File: src/rtl/interrupt_unit.sv
`default_nettype none
// +----------------------------------------------------------------------------+
// | interrupt_unit: machine-level interrupt sources, synchronizer, mtime timer |
// | Optional internal timer: define INTR_UNIT_MTIMER_EN.  Revision: 1.0        |
// +----------------------------------------------------------------------------+
module interrupt_unit #(
  parameter int SYNC_STAGES    = 2,
  parameter int MTIME_PRESCALE = 1
) (
  input  logic        clk,
  input  logic        rst,
  input  logic        ext_irq,
  input  logic        msip,
  input  logic        timer_irq,
  input  logic        mstatus_mie,
  input  logic        mie_msie,
  input  logic        mie_mtie,
  input  logic        mie_meie,
  input  logic        interrupt_take,
  input  logic        tmr_we,
  input  logic [1:0]  tmr_addr,
  input  logic [31:0] tmr_wdata,
  output logic [31:0] tmr_rdata,
  output logic [2:0]  mip,
  output logic        interrupt_pending,
  output logic [3:0]  interrupt_cause,
  output logic [3:0]  taken_cause,
  output logic        take_spurious
);

  localparam logic [3:0] c_CAUSE_MEI = 4'd11;
  localparam logic [3:0] c_CAUSE_MSI = 4'd3;
  localparam logic [3:0] c_CAUSE_MTI = 4'd7;

  logic [SYNC_STAGES-1:0] r_ext_sync;
  logic                   w_mtip_next;
  logic [2:0]             w_en;
  logic [3:0]             w_cause;

  always_ff @(posedge clk or posedge rst) begin
    if (rst) r_ext_sync <= '0;
    else     r_ext_sync <= {r_ext_sync[SYNC_STAGES-2:0], ext_irq};
  end

`ifdef INTR_UNIT_MTIMER_EN
  localparam int              c_PW   = (MTIME_PRESCALE > 1) ? $clog2(MTIME_PRESCALE) : 1;
  localparam logic [c_PW-1:0] c_PMAX = c_PW'(MTIME_PRESCALE - 1);

  logic [c_PW-1:0] r_presc;
  logic [63:0]     r_mtime;
  logic [63:0]     r_mtimecmp;
  logic            w_tick;
  logic            w_unused_timer_irq;

  assign w_unused_timer_irq = timer_irq;
  assign w_tick             = (r_presc == c_PMAX);

  always_ff @(posedge clk or posedge rst) begin
    if (rst) begin
      r_presc    <= '0;
      r_mtime    <= '0;
      r_mtimecmp <= '1;
    end else begin
      r_presc <= w_tick ? '0 : r_presc + c_PW'(1);
      // A software write to mtime wins over the prescaled increment.
      if (tmr_we && tmr_addr == 2'd0)      r_mtime[31:0]  <= tmr_wdata;
      else if (tmr_we && tmr_addr == 2'd1) r_mtime[63:32] <= tmr_wdata;
      else if (w_tick)                     r_mtime        <= r_mtime + 64'd1;
      if (tmr_we && tmr_addr == 2'd2) r_mtimecmp[31:0]  <= tmr_wdata;
      if (tmr_we && tmr_addr == 2'd3) r_mtimecmp[63:32] <= tmr_wdata;
    end
  end

  assign w_mtip_next = (r_mtime >= r_mtimecmp);

  always_comb begin
    tmr_rdata = '0;
    case (tmr_addr)
      2'd0:    tmr_rdata = r_mtime[31:0];
      2'd1:    tmr_rdata = r_mtime[63:32];
      2'd2:    tmr_rdata = r_mtimecmp[31:0];
      default: tmr_rdata = r_mtimecmp[63:32];
    endcase
  end
`else
  logic [SYNC_STAGES-1:0] r_tmr_sync;
  logic                   w_unused_tmr_bus;

  assign w_unused_tmr_bus = ^{tmr_we, tmr_addr, tmr_wdata};

  always_ff @(posedge clk or posedge rst) begin
    if (rst) r_tmr_sync <= '0;
    else     r_tmr_sync <= {r_tmr_sync[SYNC_STAGES-2:0], timer_irq};
  end

  assign w_mtip_next = r_tmr_sync[SYNC_STAGES-1];
  assign tmr_rdata   = '0;
`endif

  assign w_en = mip & {mie_meie, mie_mtie, mie_msie};

  always_comb begin
    w_cause = '0;
    if (mstatus_mie) begin
      if (w_en[2])      w_cause = c_CAUSE_MEI;
      else if (w_en[0]) w_cause = c_CAUSE_MSI;
      else if (w_en[1]) w_cause = c_CAUSE_MTI;
    end
  end

  always_ff @(posedge clk or posedge rst) begin
    if (rst) begin
      mip               <= '0;
      interrupt_pending <= 1'b0;
      interrupt_cause   <= '0;
      taken_cause       <= '0;
      take_spurious     <= 1'b0;
    end else begin
      mip               <= {r_ext_sync[SYNC_STAGES-1], w_mtip_next, msip};
      interrupt_pending <= mstatus_mie && (|w_en);
      interrupt_cause   <= w_cause;
      take_spurious     <= interrupt_take && !interrupt_pending;
      // Capture the registered cause so a same-cycle source change cannot leak in.
      if (interrupt_take && interrupt_pending) taken_cause <= interrupt_cause;
    end
  end

endmodule
`default_nettype wire

File: config.mk
export PLATFORM = sky130hd
export DESIGN_NAME = interrupt_unit
export DESIGN_NICKNAME = d
export VERILOG_FILES = /design/src/rtl/interrupt_unit.sv
export SDC_FILE = /design/constraint.sdc
export NUM_CORES = 1
export LEC_CHECK = 0
export CORE_MARGIN = 2
export CORE_UTILIZATION = 23
export CTS_CLUSTER_SIZE = 25
export DETAILED_ROUTE_END_ITERATION = 12
export HOLD_SLACK_MARGIN = 0.15
export PLACE_DENSITY = 0.77
export SYNTH_ARGS = -nofsm -noshare
export SYNTH_HDL_FRONTEND = slang
export SYNTH_SLANG_ARGS = --single-unit
export TNS_END_PERCENT = 100
File: constraint.sdc
create_clock -name clk -period 0.9 [get_ports clk]
set_input_delay 0.18 -clock clk [delete_from_list [all_inputs] [get_ports clk]]
set_output_delay 0.18 -clock clk [all_outputs]
set_load 0.02 [all_outputs]
-- After elaboration in Yosys (flattened, before gate mapping)
Cells that the tools add are included.
- flip-flop bits (word level): 17
- logic and storage cells: 17
- mux-type cells: 4
- bitwise operators: 1
- reduce and logical (&&, ||, !) cells: 5
- operators with widths (kind ; number):
    two-way mux 4 bit ; 2
    two-way mux 3 bit ; 2
    AND 3 bit ; 1
    logical AND 1 bit ; 3
    OR reduction 3 bit ; 1
    zero test 1 bit ; 1

-- Longest topological paths before layout
- depth after elaboration: 5
- mapped depth: 2
- gate-level depth less buffers: 2

-- Worst setup path before layout
No wires, ideal clock.
- path kind: reg-to-reg
- start: register interrupt_pending
- end: register taken_cause[2]
- setup time: 0.125 ns
- data arrival time: 0.893 ns
- data required time: 0.775 ns
- slack: -0.118 ns
- cell stages (with the launch flop): 3
- buffers on the path: 0
- path through: dfrtp_1 -> nand2_2 -> mux2_4
- cells in the longest elaborated chain, start to end: 1
- RTL lines (what ; line ; source):
    from (decl) ; 25 ; output logic interrupt_pending,
    from (signal assigned) ; 120 ; interrupt_pending <= mstatus_mie && (|w_en);
    logical AND 1 bit ; 124 ; if (interrupt_take && interrupt_pending) taken_cause <= interrupt_cause;
    to (signal assigned) ; 124 ;
    to (decl) ; 27 ; output logic [3:0] taken_cause,
Every way passes these cells.
A chain may end at the register's enable or synchronous reset.

-- Worst setup path in the final report
Ends and elaborated chain as after synthesis.

==> summary.md <==
| Metric | Value |
|---|---|
| Status | finished with violations |
| Violated checks | setup timing |
| Max Used Layer | met4 |
| Final total power | 1.37 mW |
| Lkg Pwr | 0.506 nW |
| Placement Cell Area | 875 um2 |
| Worst hold path class | in -> async |
| TritonCTS clock tree | done |
| CTS root buffer | clkbuf_4 |
| Inserted Clock Buffers | 3 |
| Combinational share of power | 0.257 |
| Met1 wire length | 336 um |
| Vias | 425 |
| Antenna diodes | 0 |
| Finished Cell Area | 946 um2 |
| Final setup fails | 17 |
| Setup_tns | -1.67 ns |
| Synth warn | 0 |
| Met2 wire len | 624 um |
| F_max | 957 MHz |
| Initial Util | 0.237 |
| Vias per cell | 3.40 |
| # port buffers | 22 |
| R2R setup slack | -0.14 ns |
| CP max stage cell | dfrtp_2 |
| Clock edge transition at the registers on the reported setup and hold paths | 0.08 ns |
| Routability congestion estimate | 0.688 |
| Core ar. | 2980 um2 |
| Drc violations | 0 |
| Max cap viols | 0 |
| Worst slack, placed | -0.296 ns |
| Slowest stage delay, CP | 0.42 ns |
| Overflow after GRT | 0 |
| Final Critical Period | 1.04 ns |
| Net Switching | 415 uW |
| Worst-path cell chain | buf_4 -> nand2_4 -> mux2_4 |
| #FFs+latches synth | 14 |
| Commonest non-fill, non-tap cell in the layout | conb_1 |
| Worst setup EP type | flip-flop |
| RSZ-0062 raised after global routing | yes |
| Arr. time, crit path | 1.20 ns |
| Clock sinks | 14 |
| Critical path startpoint category | flip-flop |
| End of the worst register-to-register path | taken_cause[2]$_DFFE_PP0P_ |
| Final max-slew violation count | 0 |
| Mean Syn Cell Area | 11.6 um2 |
| Final ANT Viol Nets | 0 |
| Final net count | 139 |
| Bufs on Longest Clock Path | 2 |
| Die Width | 59.4 um |
| Seq/Total Area, Yosys | 0.496 |
| Cts hold-fix bufs | 0 |
| Fin worst setup slack | -0.145 ns |
| First-pass GRT wire length | 1660 um |
| Mapped Area | 707 um2 |
| # IOs | 90 |
| WL/cell | 9.24 um |
| Gr usage total | 0.0683 |
| H-tree depth | 1 |
| Period utilisation layout | 1.16 |
| Clk_lat worst skew | 0.27 ns |
| Required @ worst endpoint | 1.06 ns |
| Met3 WL post-DR | 179 um |
| Largest net degree at the start of global routing | 15 |
| Synthesized instance count | 61 |
| Initial drt markers | 10 |
| Cell Count, Final, Fillers Out | 125 |
| Final HPWL DP | 856 um |
| Antenna violations before repair | 0 |
| Peak VDD IR | 530 uV |
| Sequential share of power | 0.499 |
| Die area | 3530 um2 |
| Sw Ratio | 0.302 |
| Setup CP Type | reg -> reg |
| First-pass iteration count of the detailed router | 2 |
| DIE HEIGHT | 59.4 um |
| Placed cells | 117 |
| Number of global-route vias before repair | 373 |
| Worst path top cell family by delay | flip-flops |
| Area growth from synthesis to layout | 33.8% |
| R2R cell count | 3 |
| Crit path buf inv count | 1 |
| PD cells | 1450 nW/um2 |
| Unique masters post-synth | 13 |
| Detailed Route WL | 1160 um |
| Final hold violations | 0 |
| Most frequent cells in the layout | conb_1, dfrtp_1, buf_6 |
| Crit-path max FO | 4 |
| Layout cells sized above 1 | 0.359 |
| Clock power share | 0.245 |
| Setup Skew | 0.00183 ns |
| Rows | 20 |
| Fillers | 325 |
| R2r startpoint | interrupt_pending$_DFF_PP0_ |
| Internal | 957 uW |
-- power groups by stage --
stage | clock [mW] | combinational (mW) | sequential [mW]
floorplan | 0 | 0.277 | 0.723
global placement | 0 | 0.327 | 0.690
detailed placement | 0 | 0.332 | 0.692
CTS | 0.362 | 0.346 | 0.684
global route | 0.387 | 0.375 | 0.689
finish | 0.335 | 0.352 | 0.684
-- cell type report --
type                       count  area [um2]  share of cell area
multi-input combinational     42         216               0.229
inverter                       1        3.75             0.00397
tap                           33        41.3              0.0437
clock buffer                   3        22.5              0.0238
sequential                    14         353               0.373
timing repair buffer          32         309               0.327
-- repair_timing --
| item | CTS | global route |
|---|---|---|
| gates resized for setup | 75 | 1 |
| pin swaps | 2 | 2 |
| hold endpoints to repair | 0 | 0 |
| endpoints found under the setup margin | 18 | 18 |
| setup buffers | 2 | 3 |
-- worst min-delay path, delay by kind of cell --
| family | cells | cell delay, ns |
|---|---|---|
| buffers and inverters | 3 | 0.63 |
-- state kept, by name (all words and copies together), names as in the netlist --
signal,count
r_tmr_sync,2
take_spurious,1
taken_cause,3
r_ext_sync,2
mip,3
interrupt_pending,1
interrupt_cause,2
-- per-stage QoR --
stage | hold slack [ns] | utilization
3_3_place_gp | 0.332 | 0.294
3_5_place_dp | 0.336 | 0.294
2_1_floorplan | 0.0691 | -
4_1_cts | 0.201 | 0.310
6_report | 0.206 | 0.318
5_1_grt | 0.210 | 0.318
-- logic make-up after synthesis --
family | after synthesis | synth area share
buffers and inverters | 36 | 0.377
flip-flops | 14 | 0.496
AND/OR/NAND/NOR | 6 | 0.0584
AO/OA/AOI/OAI | 2 | 0.0212
multiplexers | 2 | 0.0425
other | 1 | 0.00530
-- worst max-delay path by stage --
stage                                           start                         end  cells past startpoint
after global routing      interrupt_pending$_DFF_PP0_           interrupt_pending                      1
after global placement                 interrupt_take  taken_cause[3]$_DFFE_PP0P_                      3
after floorplan           interrupt_pending$_DFF_PP0_  taken_cause[2]$_DFFE_PP0P_                      2
after detailed placement               interrupt_take  taken_cause[3]$_DFFE_PP0P_                      3
final                     interrupt_pending$_DFF_PP0_  taken_cause[2]$_DFFE_PP0P_                      3
after CTS                 interrupt_pending$_DFF_PP0_           interrupt_pending                      1
-- synth_stat cells (all sizes together) --
library cell / instances / share of area
or2b: 1 / 0.011
buf: 35 / 0.37
inv: 1 / 0.0053
nand2: 2 / 0.014
and2b: 1 / 0.012
a21boi: 1 / 0.011
conb: 1 / 0.0053
mux2: 2 / 0.042
a22oi: 1 / 0.011
and3: 1 / 0.0089
and4: 1 / 0.012
dfrtp: 14 / 0.50
-- per-layer routing --
layer,GRT usage,vias to the layer above
met4,0.0292,0
met1,0.0577,201
met2,0.124,35
met5,0,-
li1,-,187
met3,0.0437,2
No activity file was read; power rests on OpenSTA's default activity.
